File: config.mk
export PLATFORM = sky130hd
export DESIGN_NAME = tx_pull_fifo
export DESIGN_NICKNAME = d
export VERILOG_FILES = /design/src/rtl/tx_pull_fifo.sv
export SDC_FILE = /design/constraint.sdc
export NUM_CORES = 1
export LEC_CHECK = 0
export ABC_AREA = 1
export CELL_PAD_IN_SITES_DETAIL_PLACEMENT = 1
export CELL_PAD_IN_SITES_GLOBAL_PLACEMENT = 1
export CORE_MARGIN = 4
export CORE_UTILIZATION = 42
export CTS_BUF_LIST = sky130_fd_sc_hd__clkbuf_4
export DETAILED_ROUTE_END_ITERATION = 10
export GPL_ROUTABILITY_DRIVEN = 1
export GPL_TIMING_DRIVEN = 0
export PLACE_DENSITY = 0.82
export SYNTH_ARGS = -nofsm -noshare
export SYNTH_HDL_FRONTEND = slang
export SYNTH_SLANG_ARGS = --single-unit
File: constraint.sdc
create_clock -name clk -period 4.1 [get_ports clk]
set_input_delay 0.41 -clock clk [delete_from_list [all_inputs] [get_ports clk]]
set_output_delay 0.41 -clock clk [all_outputs]
set_load 0.05 [all_outputs]
File: src/rtl/tx_pull_fifo.sv
// Four-entry transmit FIFO feeding a state machine's output shift register.
// Handles explicit PULL, autopull on threshold, overflow flagging and stall generation.
module tx_pull_fifo #(
  parameter int DATA_W = 32
) (
  input  logic              clk,
  input  logic              reset_n,
  input  logic              penable,
  input  logic              push,
  input  logic [DATA_W-1:0] push_data,
  input  logic              pull,
  input  logic              block,
  input  logic              if_empty,
  input  logic              out_req,
  input  logic              auto_pull,
  input  logic [4:0]        pull_thresh,
  input  logic [5:0]        shift_count,
  input  logic [DATA_W-1:0] x_value,
  input  logic              clr_flags,
  output logic              osr_set,
  output logic [DATA_W-1:0] osr_din,
  output logic              stall,
  output logic              full,
  output logic              empty,
  output logic [2:0]        level,
  output logic              tx_over
);

  logic [1:0]        rd_ptr_q, rd_ptr_d;
  logic [1:0]        wr_ptr_q, wr_ptr_d;
  logic [2:0]        level_q, level_d;
  logic              tx_over_q, tx_over_d;
  logic [DATA_W-1:0] mem_q [4];

  logic [5:0]        thresh_val;
  logic              thr;
  logic              sm_en;
  logic              pop;
  logic              push_ok;
  logic              overflow;
  logic [DATA_W-1:0] head;

  assign empty   = (level_q == 3'd0);
  assign full    = (level_q == 3'd4);
  assign level   = level_q;
  assign tx_over = tx_over_q;
  assign head    = mem_q[rd_ptr_q];

  // A threshold field of zero encodes a full 32-bit word.
  assign thresh_val = (pull_thresh == 5'd0) ? 6'd32 : {1'b0, pull_thresh};
  assign thr        = (shift_count >= thresh_val);
  // Holding reset keeps the SM-side strobes quiet regardless of instruction inputs.
  assign sm_en      = penable & reset_n;

  always_comb begin
    osr_set = 1'b0;
    stall   = 1'b0;
    pop     = 1'b0;
    osr_din = empty ? '0 : head;
    if (sm_en) begin
      if (pull) begin
        if (if_empty && !thr) begin
          osr_set = 1'b0;
        end else if (!empty) begin
          pop     = 1'b1;
          osr_set = 1'b1;
          osr_din = head;
        end else if (block) begin
          stall = 1'b1;
        end else begin
          osr_set = 1'b1;
          osr_din = x_value;
        end
      end else if (auto_pull && thr) begin
        // Autopull refills the OSR but an OUT in the same cycle still has to retry.
        stall = out_req;
        if (!empty) begin
          pop     = 1'b1;
          osr_set = 1'b1;
          osr_din = head;
        end
      end
    end
  end

  always_comb begin
    push_ok   = push & (~full | pop);
    overflow  = push & full & ~pop;
    wr_ptr_d  = push_ok ? wr_ptr_q + 2'd1 : wr_ptr_q;
    rd_ptr_d  = pop ? rd_ptr_q + 2'd1 : rd_ptr_q;
    level_d   = level_q + {2'b00, push_ok} - {2'b00, pop};
    tx_over_d = tx_over_q;
    if (overflow) begin
      tx_over_d = 1'b1;
    end else if (clr_flags) begin
      tx_over_d = 1'b0;
    end
  end

  always_ff @(posedge clk or negedge reset_n) begin
    if (!reset_n) begin
      rd_ptr_q  <= 2'd0;
      wr_ptr_q  <= 2'd0;
      level_q   <= 3'd0;
      tx_over_q <= 1'b0;
    end else begin
      rd_ptr_q  <= rd_ptr_d;
      wr_ptr_q  <= wr_ptr_d;
      level_q   <= level_d;
      tx_over_q <= tx_over_d;
    end
  end

  // Storage is not reset; the pointers define which entries are meaningful.
  always_ff @(posedge clk) begin
    if (push_ok) begin
      mem_q[wr_ptr_q] <= push_data;
    end
  end

endmodule

# ---- Word-level counts from Yosys, hierarchy flattened
# Memories as Yosys holds them, arrays and structs flattened.
# Index checks and enable logic that the tools add are counted.
dict set report totals {
  regBits 8
  ram_bits 128
  output_inout_bits 40
  word_cells 53
  n_memories 1
}
dict set report classes {
  addsub 4
  n_lt_le_gt_ge 1
  n_eq_ne 1
  muxes 29
  bitwise 7
  n_reduce_logical 6
}
# name words word_bits read_ports rd_ports_with_merged_regs wr line_no
set memory_table {}
lappend memory_table {mem_q 4 32 1 0 1 33} ;# logic [DATA_W-1:0] mem_q [4];
# cell count
set ops {}
lappend ops {{2-to-1 mux 32 bit} 8}
lappend ops {{2-to-1 mux 1 bit} 20}
lappend ops {{>= comparator 6 bit} 1}
lappend ops {{2-to-1 mux 6 bit} 1}
lappend ops {{logical NOT 5 bit} 1}
lappend ops {{adder 2 x 1 -> 2 bit (second input constant)} 2}
lappend ops {{AND 1 bit} 4}
lappend ops {{adder 3 x 1 -> 3 bit} 1}
lappend ops {{equality test 3 bit (second input constant)} 1}
lappend ops {{logical NOT 3 bit} 1}
lappend ops {{subtractor 3 x 1 -> 3 bit} 1}
lappend ops {{logical AND 1 bit} 2}
lappend ops {{inverter 1 bit} 2}
lappend ops {{nonzero test 2 bit} 1}
lappend ops {{logical NOT 1 bit} 1}
lappend ops {{OR 1 bit} 1}

# ---- Depth between registers and ports, before layout
# Gate-level depths: netlist of the first run.
dict set report logic_depth {
  ltp_word 12
  mapped_depth 17
  depth_no_buf 17
}

# ---- Least setup slack after synthesis of the first run
# No wires, ideal clock.
dict set report synth_timing {
  path_kind {input port to flip-flop}
  startpoint {input port pull_thresh[0]}
  endpoint {memory mem_q[0][0] (enable)}
  arrival_time_ps 3051
  setup_slack_ps 628
  stages 13
  path_buffers 0
  path_cell_list {nor3_1 -> nand3_1 -> ha_1 -> nand2_1 -> nor2_1 -> nand2_1 -> nand3_2 -> nand2_1 -> nand2_1 -> nand2_2 -> nand2_2 -> nand2_2 -> nor2_1}
}
dict set report synth_between {
  elab_chain_len 12
}
# item line_no
set synth_lines {}
lappend synth_lines {{start: declaration} 16} ;# input logic [4:0] pull_thresh,
lappend synth_lines {{logical NOT 5 bit} 50} ;# assign thresh_val = (pull_thresh == 5'd0) ? 6'd32 : {1'b0, pull_thresh};
lappend synth_lines {{2-to-1 mux 6 bit (*)} 50}
lappend synth_lines {{>= comparator 6 bit (*)} 51} ;# assign thr = (shift_count >= thresh_val);
lappend synth_lines {{logical NOT 1 bit} 62} ;# if (if_empty && !thr) begin
lappend synth_lines {{logical AND 1 bit} 62}
lappend synth_lines {{2-to-1 mux 1 bit} 62}
lappend synth_lines {{2-to-1 mux 1 bit (*)} 61} ;# if (pull) begin
lappend synth_lines {{2-to-1 mux 1 bit (*)} 60} ;# if (sm_en) begin
lappend synth_lines {{OR 1 bit (*)} 87} ;# push_ok = push & (~full | pop);
lappend synth_lines {{AND 1 bit (*)} 87}
lappend synth_lines {{2-to-1 mux 1 bit (*)} 116} ;# if (push_ok) begin
lappend synth_lines {{2-to-1 mux 1 bit (not written as such) (*)} 117} ;# mem_q[wr_ptr_q] <= push_data;
lappend synth_lines {{end: declaration} 33}
# Mark *: on every way between the ends. The rest lies on a longest branch, timed or not.

# ---- Worst setup path in the final report of the first run
dict set report layout_timing {
  startpoint {input port pull_thresh[0]}
  endpoint {output port osr_din[12]}
}
dict set report layout_between {
  elab_chain_len 8
}
# item line_no
set layout_lines {}
lappend layout_lines {{logical NOT 5 bit} 50}
lappend layout_lines {{2-to-1 mux 6 bit (*)} 50}
lappend layout_lines {{>= comparator 6 bit (*)} 51}
lappend layout_lines {{logical NOT 1 bit} 62}
lappend layout_lines {{logical AND 1 bit} 62}
lappend layout_lines {{2-to-1 mux 32 bit} 62}
lappend layout_lines {{2-to-1 mux 32 bit (*)} 61}
lappend layout_lines {{2-to-1 mux 32 bit (*)} 60}
lappend layout_lines {{end: declaration} 21} ;# output logic [DATA_W-1:0] osr_din,
# Marked as above.

==> results.md, run 1 <==
- DIE HEIGHT: 126 um
- Root buffer selected by CTS: clkbuf_4
- RSZ-0062 raised after global routing: false
- Syn avg cell area: 12.8 um^2
- TritonCTS clock tree: done
- Largest net degree at the start of global routing: 28
- Slew margin rel.: 0.547
- Routed WL: 16.8 mm
- Post-synth net total: 553
- CTS Buf Count: 17
- Min Tclk post-route: 3.90 ns
- Clock transition at the registers of the reported paths: 0.11 ns
- Antenna Nets Post-Route: 0
- Area of the multi-input gates: between 1500 and 2000 um^2
- YS warnings: 0
- FF/Latch Area: 4040 um^2
- Die Area: 15900 um^2
- Routed len/inst: 21.2 um
- # IOs: ~130
- Gr usage total: 0.223
- Buffers on Ports: 124
- Startpoint types: input port
- Initial antenna violation count: 1
- Fmax: 0.256 GHz
- DR DRC count: 0
- Placed Cells: 760
- Vias per cell: 5.52
- Non-Filler Instances: 793
- Fillers: 1400
- Max-Cap Viols: 0
- Vias in the first global route: 4820
- Tightest Pin Transition: 0.678 ns
- Seq/Total Area, Yosys: 0.692
- Leak pwr: 2.75 nW
- # rows: 42
- Postcts setup bufs: 0
- Crit path DAT: 3.49 ns
- Total grt overflow: 0
- Starting Density: 0.435
- Final Wtd Congestion: 0.748
- Later-pin clock latency in the skew report: 0.55 ns
- First-pass GRT wire length: 26.9 mm
- Status: completed
- Mapped Cells: between 400 and 500
- Worst hold path class: in2async
- Post-CTS Hold Buffers: 0
- Period utilisation layout: 0.952
- Setup_tns: 0 ns
- Final Hold Fails: 0
- Pins Over Slew Limit: 0
- Crit-path max FO: 10
- Synthesized cell area: 5850 um^2
- Count of cell types in the netlist: 25
- Initial drt markers: roughly 300
- DR vias: 4378
- H-tree depth: 4
- Share of layout cells above drive strength 1: 0.130
- Worst Setup Path Type: in2out
- Drt first pass iters: 5
- WHS: 0.134 ns
- Die Width: 126 um
- # clock sinks: approximately 140
- Core area: 13500 um^2
- Final setup violation count: 0
- PwrDens: about 820 nW/um^2
- CP Capture Type: output port
- CP Data Required Time: 3.69 ns
- DP HPWL: 11.4 mm
- Clk_skew: between 0.008 and 0.009 ns
- Peak supply drop: 0.511 mV
- P&R area growth vs syn: 32.1%
- Clock Tree Buf Depth: 2
- #FFs+latches synth: 136
- Final nets: 700
[registers in the layout, indices dropped and copies added, names as in the netlist]
name / cells
wr_ptr_q: 2
rd_ptr_q: 2
tx_over: 1
mem_q: 128
level: 3
[layout make-up]
| cell class | instances | share of cell area |
|---|---|---|
| clock buffer | 19 | 0.0185 |
| multi-input combinational | 263 | 0.208 |
| sequential | 136 | 0.524 |
| tap | 176 | 0.0285 |
| antenna | 1 | 0.000324 |
| buffer | 31 | 0.0169 |
| inverter | 26 | 0.0126 |
| clock inverter | 13 | 0.0175 |
| timing repair buffer | 128 | 0.174 |
[cell usage in the layout, fill, tap and decap left out]
master	netlist	routed
edfxtp_1	128	128
clkdlybuf4s50_1	0	124
nand2_1	90	90
a21oi_1	66	66
a221oi_1	32	32
a31o_2	28	28
inv_1	25	25
clkbuf_4	0	19
clkbuf_1	16	15
ha_1	11	11
buf_2	10	10
dfrtp_1	8	8
nand3_1	6	6
clkinv_1	0	6
nor2_1	9	5
buf_1	5	5
a31o_1	4	4
nor2_4	0	4
nand2_2	3	3
o21ai_0	3	3
clkinv_2	0	3
bufinv_16	0	3
buf_16	0	3
nor3_4	2	2
nor3_1	2	2
xnor2_1	2	2
diode_2	0	1
nand3_2	1	1
clkbuf_2	0	1
inv_2	1	1
nand3b_1	1	1
nand4_1	1	1
a22o_1	1	1
fa_1	1	1
clkinvlp_4	0	1
buf_12	0	1
[final timing paths]
path                                start           end  slack [ns]  cells past startpoint
min in group clk                clr_flags       tx_over        0.44                      2
max                        pull_thresh[0]   osr_din[12]        0.20                     11
max in group asynchronous         reset_n   rd_ptr_q[1]        3.69                      1
min reg2reg                       tx_over       tx_over        0.53                      2
min                               reset_n   wr_ptr_q[0]        0.13                      1
max reg2reg                      level[1]  mem_q[2][23]        1.57                      9
[through the flow]
| step | cell area, um^2 | total power, mW | utilization | setup WS (ns) |
|---|---|---|---|---|
| 2_1_floorplan | 5850 | 4.25 | - | 0.628 |
| 3_3_place_gp | 7310 | 5.32 | 0.543 | -1.13 |
| 3_5_place_dp | 7440 | 5.50 | 0.553 | 0.139 |
| 4_1_cts | 7720 | 6.39 | 0.574 | 0.110 |
| 5_1_grt | 7720 | 6.68 | 0.574 | 0.00803 |
| 6_report | 7720 | 6.34 | 0.574 | 0.198 |
[synthesized netlist by cell type]
| cell type | number | area (um^2) |
|---|---|---|
| buf_1 | 5 | 18.8 |
| nor3_4 | 2 | 32.5 |
| nor3_1 | 2 | 10.0 |
| xnor2_1 | 2 | 17.5 |
| a22o_1 | 1 | 8.76 |
| dfrtp_1 | 8 | 200 |
| nor2_1 | 9 | 33.8 |
| o21ai_0 | 3 | 15.0 |
| nand3_1 | 6 | 30.0 |
| inv_1 | 25 | 93.8 |
| nand4_1 | 1 | 6.26 |
| buf_2 | 10 | 50.1 |
| nand3b_1 | 1 | 7.51 |
| fa_1 | 1 | 20.0 |
| a31o_1 | 4 | 35.0 |
| edfxtp_1 | 128 | 3840 |
| nand2_1 | 90 | 338 |
| a21oi_1 | 66 | 330 |
| clkbuf_1 | 16 | 60.1 |
| nand3_2 | 1 | 10.0 |
| inv_2 | 1 | 3.75 |
| a221oi_1 | 32 | 280 |
| nand2_2 | 3 | 18.8 |
| a31o_2 | 28 | 245 |
| ha_1 | 11 | 138 |
[power breakdown]
part	switching (mW)	leakage [nW]	internal, mW
Combinational	2.30	1.33	1.22
Sequential	0.110	1.27	1.83
Clock	0.461	0.151	0.420
[per-layer routing]
| layer | up-vias | global-route usage | part of all wire | routed length, um |
|---|---|---|---|---|
| met5 | - | 0 | 0 | 0 |
| met4 | 0 | 0.0675 | 0.014 | 235 |
| met3 | 19 | 0.0580 | 0.043 | 729 |
| met2 | 131 | 0.384 | 0.53 | 8890 |
| met1 | 2214 | 0.277 | 0.41 | 6940 |
| li1 | 2014 | - | - | - |
[critical path, stage by stage]
cell and delay, ns:
clkdlybuf4s50_1 0.42, nor3_1 0.20, nand3_1 0.11, ha_1 0.31
nand2_1 0.07, nor2_1 0.12, nand2_1 0.09, nand3_2 0.21
clkbuf_1 0.49, a31o_2 0.26, clkdlybuf4s50_1 0.80
[cells by family after synthesis]
logic type	share of synthesized area
xor+xnor	0.00300
compound gates	0.156
fa+ha+maj	0.0270
simple gates	0.0832
buf+inv	0.0387
flops	0.692
[timing repair]
item,4_1_cts,5_1_grt
endpoints found under the hold margin,0,0
resized for setup,0,2
setup endpoints to repair,0,3
(Power assumes the default switching activity.)
==> run 2: changes to the inputs <==
Settings changed: CORE_UTILIZATION 42 to 52, DONT_BUFFER_PORTS set to 1, PLACE_DENSITY 0.82 to 0.81.
==> run 2 against run 1 <==
Non-clock buffer count fell by 87. Clock-buffer cell count fell by 1. First-iteration DRC count rose by 8.5%. Combinational power fell by 18%.
==> results.md, run 2 (synthesis results as in run 1) <==
- Worst hold path class: in2reg (was in2async)
- Placed Cells: 601 (was 760)
- Later-pin clock latency in the skew report: 0.54 ns (was 0.55 ns)
- Clk_skew: 0.0162 ns (was 0.00857 ns)
- Clock Tree Buf Depth: 2 (unchanged)
- Core area: 10900 um^2 (was 13500 um^2)
- Worst Setup Path Type: reg2out (was in2out)
- Antenna Cells: 0 (was 1)
- Die Width: 114 um (was 126 um)
- Non-Filler Instances: 668 (was 793)
- Final setup violation count: 0 (unchanged)
- Drt first pass iters: 4 (was 5)
- Peak supply drop: 0.496 mV (was 0.511 mV)
- Critical path origin: level[2] (was pull_thresh[0])
- Post-CTS sizing: 0 (unchanged)
- Status: completed (unchanged)
- Total grt overflow: 0 (unchanged)
- Share of layout cells above drive strength 1: 0.153 (was 0.130)
- # IOs: 125 (unchanged)
- TritonCTS clock tree: done (unchanged)
- Worst path cell trace: nor3_4 -> inv_2 -> nor3_4 -> buf_2 -> a31o_1 (was clkdlybuf4s50_1 -> nor3_1 -> nand3_1 -> ha_1 -> nand2_1 -> nor2_1 -> nand2_1 -> nand3_2 -> clkbuf_1 -> a31o_2 -> clkdlybuf4s50_1)
- Vias in the first global route: 4580 (was 4820)
- Root buffer selected by CTS: clkbuf_4 (unchanged)
- Antenna Nets Post-Route: 0 (unchanged)
- Most frequent cells in the layout: edfxtp_1 (128), nand2_1 (90), a21oi_1 (66), dlygate4sd3_1 (36), a221oi_1 (32) (was edfxtp_1 (128), clkdlybuf4s50_1 (124), nand2_1 (90), a21oi_1 (66), a221oi_1 (32))
- First-pass GRT wire length: 25.6 mm (was 26.9 mm)
- DR DRC count: 0 (unchanged)
- Period utilisation layout: 0.810 (was 0.952)
- Initial antenna violation count: 0 (was 1)
- Fmax: 0.301 GHz (was 0.256 GHz)
- Routed WL: 16.4 mm (was 16.8 mm)
- P&R area growth vs syn: 16.3% (was 32.1%)
- H-tree depth: 4 (unchanged)
- Post-CTS Hold Buffers: 36 (was 0)
- Worst path buffer plus inverter count: 2 (was 3)
- DR vias: 4125 (was 4378)
- Tightest Pin Transition: 0.703 ns (was 0.678 ns)
- Postcts setup bufs: 0 (unchanged)
- Die Area: 13000 um^2 (was 15900 um^2)
- Starting Density: 0.535 (was 0.435)
- CP Capture Type: output port (unchanged)
- Final Wtd Congestion: 0.814 (was 0.748)
- Slew margin rel.: 0.531 (was 0.547)
- Pins Over Slew Limit: 0 (unchanged)
- CTS Buf Count: 17 (unchanged)
- Min Tclk post-route: 3.32 ns (was 3.90 ns)
- Final nets: 613 (was 700)
- DIE HEIGHT: 114 um (was 126 um)
- Gr usage total: 0.265 (was 0.223)
- Most flops, register: mem_q (unchanged)
- Largest net degree at the start of global routing: 21 (was 28)
- Buffers on Ports: 0 (was 124)
- Crit-path max FO: 10 (unchanged)
- Leak pwr: 2.42 nW (was 2.75 nW)
- Routed len/inst: 24.6 um (was 21.2 um)
- Family with the most delay on the worst path: simple AND/OR/NAND/NOR gates (was buffers and inverters)
- RSZ-0062 raised after global routing: false (unchanged)
- # rows: 38 (was 42)
- R2r startpoint: level[1] (unchanged)
- CP Data Required Time: 3.69 ns (about the same)
- Initial drt markers: 333 (was 307)
- Max-Cap Viols: 0 (unchanged)
- Vias per cell: 6.18 (was 5.52)
- Most common cell after layout, fill and taps aside: edfxtp_1 (unchanged)
- Largest stage delay on the critical path: 0.63 ns (was 0.80 ns)
- Final Hold Fails: 0 (unchanged)
- Clock transition at the registers of the reported paths: 0.11 ns (about the same)
- Slowest stage cell, crit path: dfrtp_1 (was clkdlybuf4s50_1)
- # clock sinks: 136 (unchanged)
- Hold Path Origin: pull
- Startpoint types: flip-flop (was input port)
- Max reg flops: 128 (unchanged)
- Most frequent CP cell: nor3_4
- Crit path DAT: 2.91 ns (was 3.49 ns)
- Dpl ws: 0.848 ns (was 0.139 ns)
- PnR worst setup slack: 0.780 ns (was 0.198 ns)
- DP HPWL: 10.4 mm (was 11.4 mm)
- PwrDens: 848 nW/um^2 (was 820 nW/um^2)
-- run 2: cell type report --
cell class | count | area [um^2]
Tap cell | 140 | 175
Inverter | 26 | 97.6
Multi-Input combinational cell | 263 | 1610
Clock inverter | 13 | 136
Timing Repair Buffer | 41 | 474
Buffer | 31 | 129
Fill cell | 1086 | 4130
Clock buffer | 18 | 135
Sequential cell | 136 | 4040
-- run 2: final timing paths --
check                                to  slack (ns)  cells after the start
min in group asynchronous       tx_over        0.23                      1
max                         osr_din[16]        0.78                      5
max reg2reg                mem_q[2][31]        1.25                      9
max in group asynchronous   rd_ptr_q[1]        3.57                      1
min reg2reg                 wr_ptr_q[1]        0.55                      2
min                         rd_ptr_q[0]        0.15                      3
-- run 2: routing by layer --
metal | routed length, um | global-route usage
met5 | 0 | 0
met4 | 261 | 0.101
met3 | 1060 | 0.0578
met2 | 8700 | 0.467
met1 | 6400 | 0.317
-- run 2: power by group --
| group | total, mW | switching (mW) | leakage [nW] | internal [mW] |
|---|---|---|---|---|
| clock | 0.872 | 0.460 | 0.149 | 0.412 |
| sequential | 2.01 | 0.183 | 1.27 | 1.83 |
| combinational | 2.89 | 2.16 | 1.00 | 0.726 |
| total | 5.77 | 2.80 | 2.42 | 2.97 |
-- run 2: per-stage QoR --
step,hold WS (ns),cell area (um^2),TNS (ns),util,power [mW]
2_1_floorplan,0.114,5850,0,-,4.25
3_3_place_gp,0.115,6020,-98.29,0.551,4.71
3_5_place_dp,0.115,6170,0,0.564,4.87
4_1_cts,0.104,6800,0,0.622,5.79
5_1_grt,0.143,6800,0,0.622,6.06
6_report,0.155,6800,0,0.622,5.77
-- run 2: tightest hold or removal path: cells and delay by family --
kind / cells / cell delay [ns]
and+or+nand+nor: 2 / 0.11
AOI/OAI and AO/OA: 1 / 0.13
==> run 3: changes to the inputs <==
Clock period 4.1 ns to 3.2 ns, I/O delays scaled along.
==> run 3 against run 2 <==
Cell area is 0.42% higher. Die area stayed put. Sequential power is 28% higher.
==> results.md, run 3 (synthesis results as in run 1) <==
- Placed instance area: 6170 um^2 (unchanged)
- Largest stage delay on the critical path: 0.47 ns (was 0.63 ns)
- Later-pin clock latency in the skew report: 0.54 ns (about the same)
- Crit-path max FO: 10 (unchanged)
- Max-Cap Viols: 0 (unchanged)
- Worst path cell trace: clkbuf_1 -> inv_1 -> buf_1 -> a21oi_1 -> a221oi_1 -> a31o_1 (was nor3_4 -> inv_2 -> nor3_4 -> buf_2 -> a31o_1)
- Switching power: 3.61 mW (was 2.80 mW)
- Min Tclk post-route: between 3 and 4 ns
- PnR worst setup slack: 0.137 ns (was 0.780 ns)
- Max reg flops: 128 (unchanged)
- Drt first pass iters: 5 (was 4)
- Power consumption: 7.43 mW (was 5.77 mW)
- DR vias: 4171 (was 4125)
- Share of layout cells above drive strength 1: 0.168 (was 0.153)
- Status: completed (unchanged)
- DIE HEIGHT: 114 um (unchanged)
- Starting Density: 0.535 (unchanged)
- Crit path DAT: 2.74 ns (was 2.91 ns)
- Final Wtd Congestion: 0.814 (unchanged)
- CTS Buf Count: 17 (unchanged)
- Clock transition at the registers of the reported paths: 0.11 ns (about the same)
- # rows: 38 (unchanged)
- Hold Path Origin: pull (unchanged)
- WHS: 0.0606 ns (was 0.155 ns)
- Power share of the clock group: 0.150 (was 0.151)
- Die Width: 114 um (unchanged)
- Leak pwr: 2.45 nW (was 2.42 nW)
- Logic gate share of total power: 0.503 (was 0.500)
- First-pass GRT wire length: 25.8 mm (was 25.6 mm)
- Clk_skew: 0.0122 ns (was 0.0162 ns)
- Worst hold path class: in2reg (unchanged)
- # IOs: 125 (unchanged)
- CP Capture Type: output port (unchanged)
- Initial antenna violation count: 0 (unchanged)
- RSZ-0062 raised after global routing: false (unchanged)
- Largest net degree at the start of global routing: 21 (unchanged)
- H-tree depth: 4 (unchanged)
- Gr usage total: 0.266 (was 0.265)
- Die Area: 13000 um^2 (unchanged)
- Most flops, register: mem_q (unchanged)
- DP HPWL: 10.4 mm (unchanged)
- Sw frac: 0.485 (was 0.486)
- P_int: 3.83 mW (was 2.97 mW)
- Peak supply drop: 0.636 mV (was 0.496 mV)
- Tightest Pin Transition: 0.655 ns (was 0.703 ns)
- Antenna Cells: 0 (unchanged)
- Vias in the first global route: 4607 (was 4580)
- Worst path buffer plus inverter count: 3 (was 2)
- PwrDens: 1090 nW/um^2 (was 848 nW/um^2)
- Clock Tree Buf Depth: 2 (unchanged)
- Final Hold Fails: 0 (unchanged)
- DR DRC count: 0 (unchanged)
- Root buffer selected by CTS: clkbuf_4 (unchanged)
- Worst Setup Path Type: reg2out (unchanged)
- Period utilisation layout: 0.957
- Startpoint types: flip-flop (unchanged)
- Vias per cell: 6.22 (was 6.18)
- P&R area growth vs syn: 16.8% (was 16.3%)
- Routed WL: 16.5 mm (was 16.4 mm)
- Most common cell after layout, fill and taps aside: edfxtp_1 (unchanged)
- Antenna Nets Post-Route: 0 (unchanged)
- Critical path origin: rd_ptr_q[1] (was level[2])
- Routed len/inst: 24.6 um (about the same)
- Fmax: 0.327 GHz
- TritonCTS clock tree: done (unchanged)
- Slew margin rel.: 0.563 (was 0.531)
- Core area: 10900 um^2 (unchanged)
- Most frequent cells in the layout: edfxtp_1 (128), nand2_1 (90), a21oi_1 (66), dlygate4sd3_1 (36), a221oi_1 (32) (unchanged)
- Family with the most delay on the worst path: compound AO/OA/AOI/OAI gates (was simple AND/OR/NAND/NOR gates)
- Slowest stage cell, crit path: a31o_1 (was dfrtp_1)
- Buffers on Ports: 0 (unchanged)
- Post-route design area: 6830 um^2 (was 6800 um^2)
- Pins Over Slew Limit: 0 (unchanged)
- CP Data Required Time: 2.88 ns (was 3.69 ns)
- Final nets: 616 (was 613)
- Sequential Power Share: 0.347 (was 0.349)
- Final setup violation count: 0 (unchanged)
- Dpl ws: 0.0379 ns (was 0.848 ns)
- R2r startpoint: level[0] (was level[1])
- Total grt overflow: 0 (unchanged)
- Final core utilization: 0.625 (was 0.622)
- # clock sinks: 136 (unchanged)
- Initial drt markers: 305 (was 333)
==> run 3: power by group through the flow <==
stage	logic (mW)	registers (mW)	clock network, mW
after floorplan	2.86	2.58	0
after global placement	3.42	2.62	0
after detailed placement	3.63	2.61	0
after CTS	3.73	2.58	1.13
after global routing	3.98	2.61	1.21
final	3.74	2.58	1.12
==> run 3: cell type report <==
type / count / area, um^2
inverters: 26 / 97.6
repair buffers: 44 / 497
flip-flops and latches: 136 / 4050
multi-input cells: 263 / 1610
fillers: 1082 / 4100
well taps: 140 / 175
plain buffers: 31 / 134
clock buffers: 18 / 135
clock inverters: 13 / 136
==> run 3: through the flow <==
step	cells	setup TNS, ns
global route	671	0
CTS	671	0
floorplan	456	-23.28
global placement	596	-201.99
finish	671	0
detailed placement	601	0
==> run 3: layer usage <==
layer,vias up,share of wire,track usage
li1,1850,-,-
met1,2128,0.39,0.318
met2,167,0.53,0.470
met3,26,0.067,0.0605
met4,0,0.018,0.0990
met5,-,0,0
==> run 3: worst paths after layout <==
| kind | endpoint | slack [ns] | cells past startpoint |
|---|---|---|---|
| worst max-delay path | osr_din[21] | 0.14 | 6 |
| worst max register to register | mem_q[2][27] | 0.33 | 10 |
| worst min-delay path | rd_ptr_q[0] | 0.06 | 3 |
| worst min register to register | wr_ptr_q[1] | 0.55 | 2 |
| min in group asynchronous | tx_over | 0.15 | 1 |
| max in group asynchronous | level[1] | 2.74 | 1 |
==> run 3: tightest hold or removal path, cell delays in order <==
cell     delay [ns]
nand2_1        0.06
a21oi_1        0.13
nor2_1         0.05
==> run 3: timing repair <==
item	in CTS	in global routing
hold endpoints to repair	139	0
setup endpoints to repair	21	15
pin swaps	1	0
gates cloned	0	0
gates resized for setup	0	8
hold buffers	36	0
setup buffers	3	0
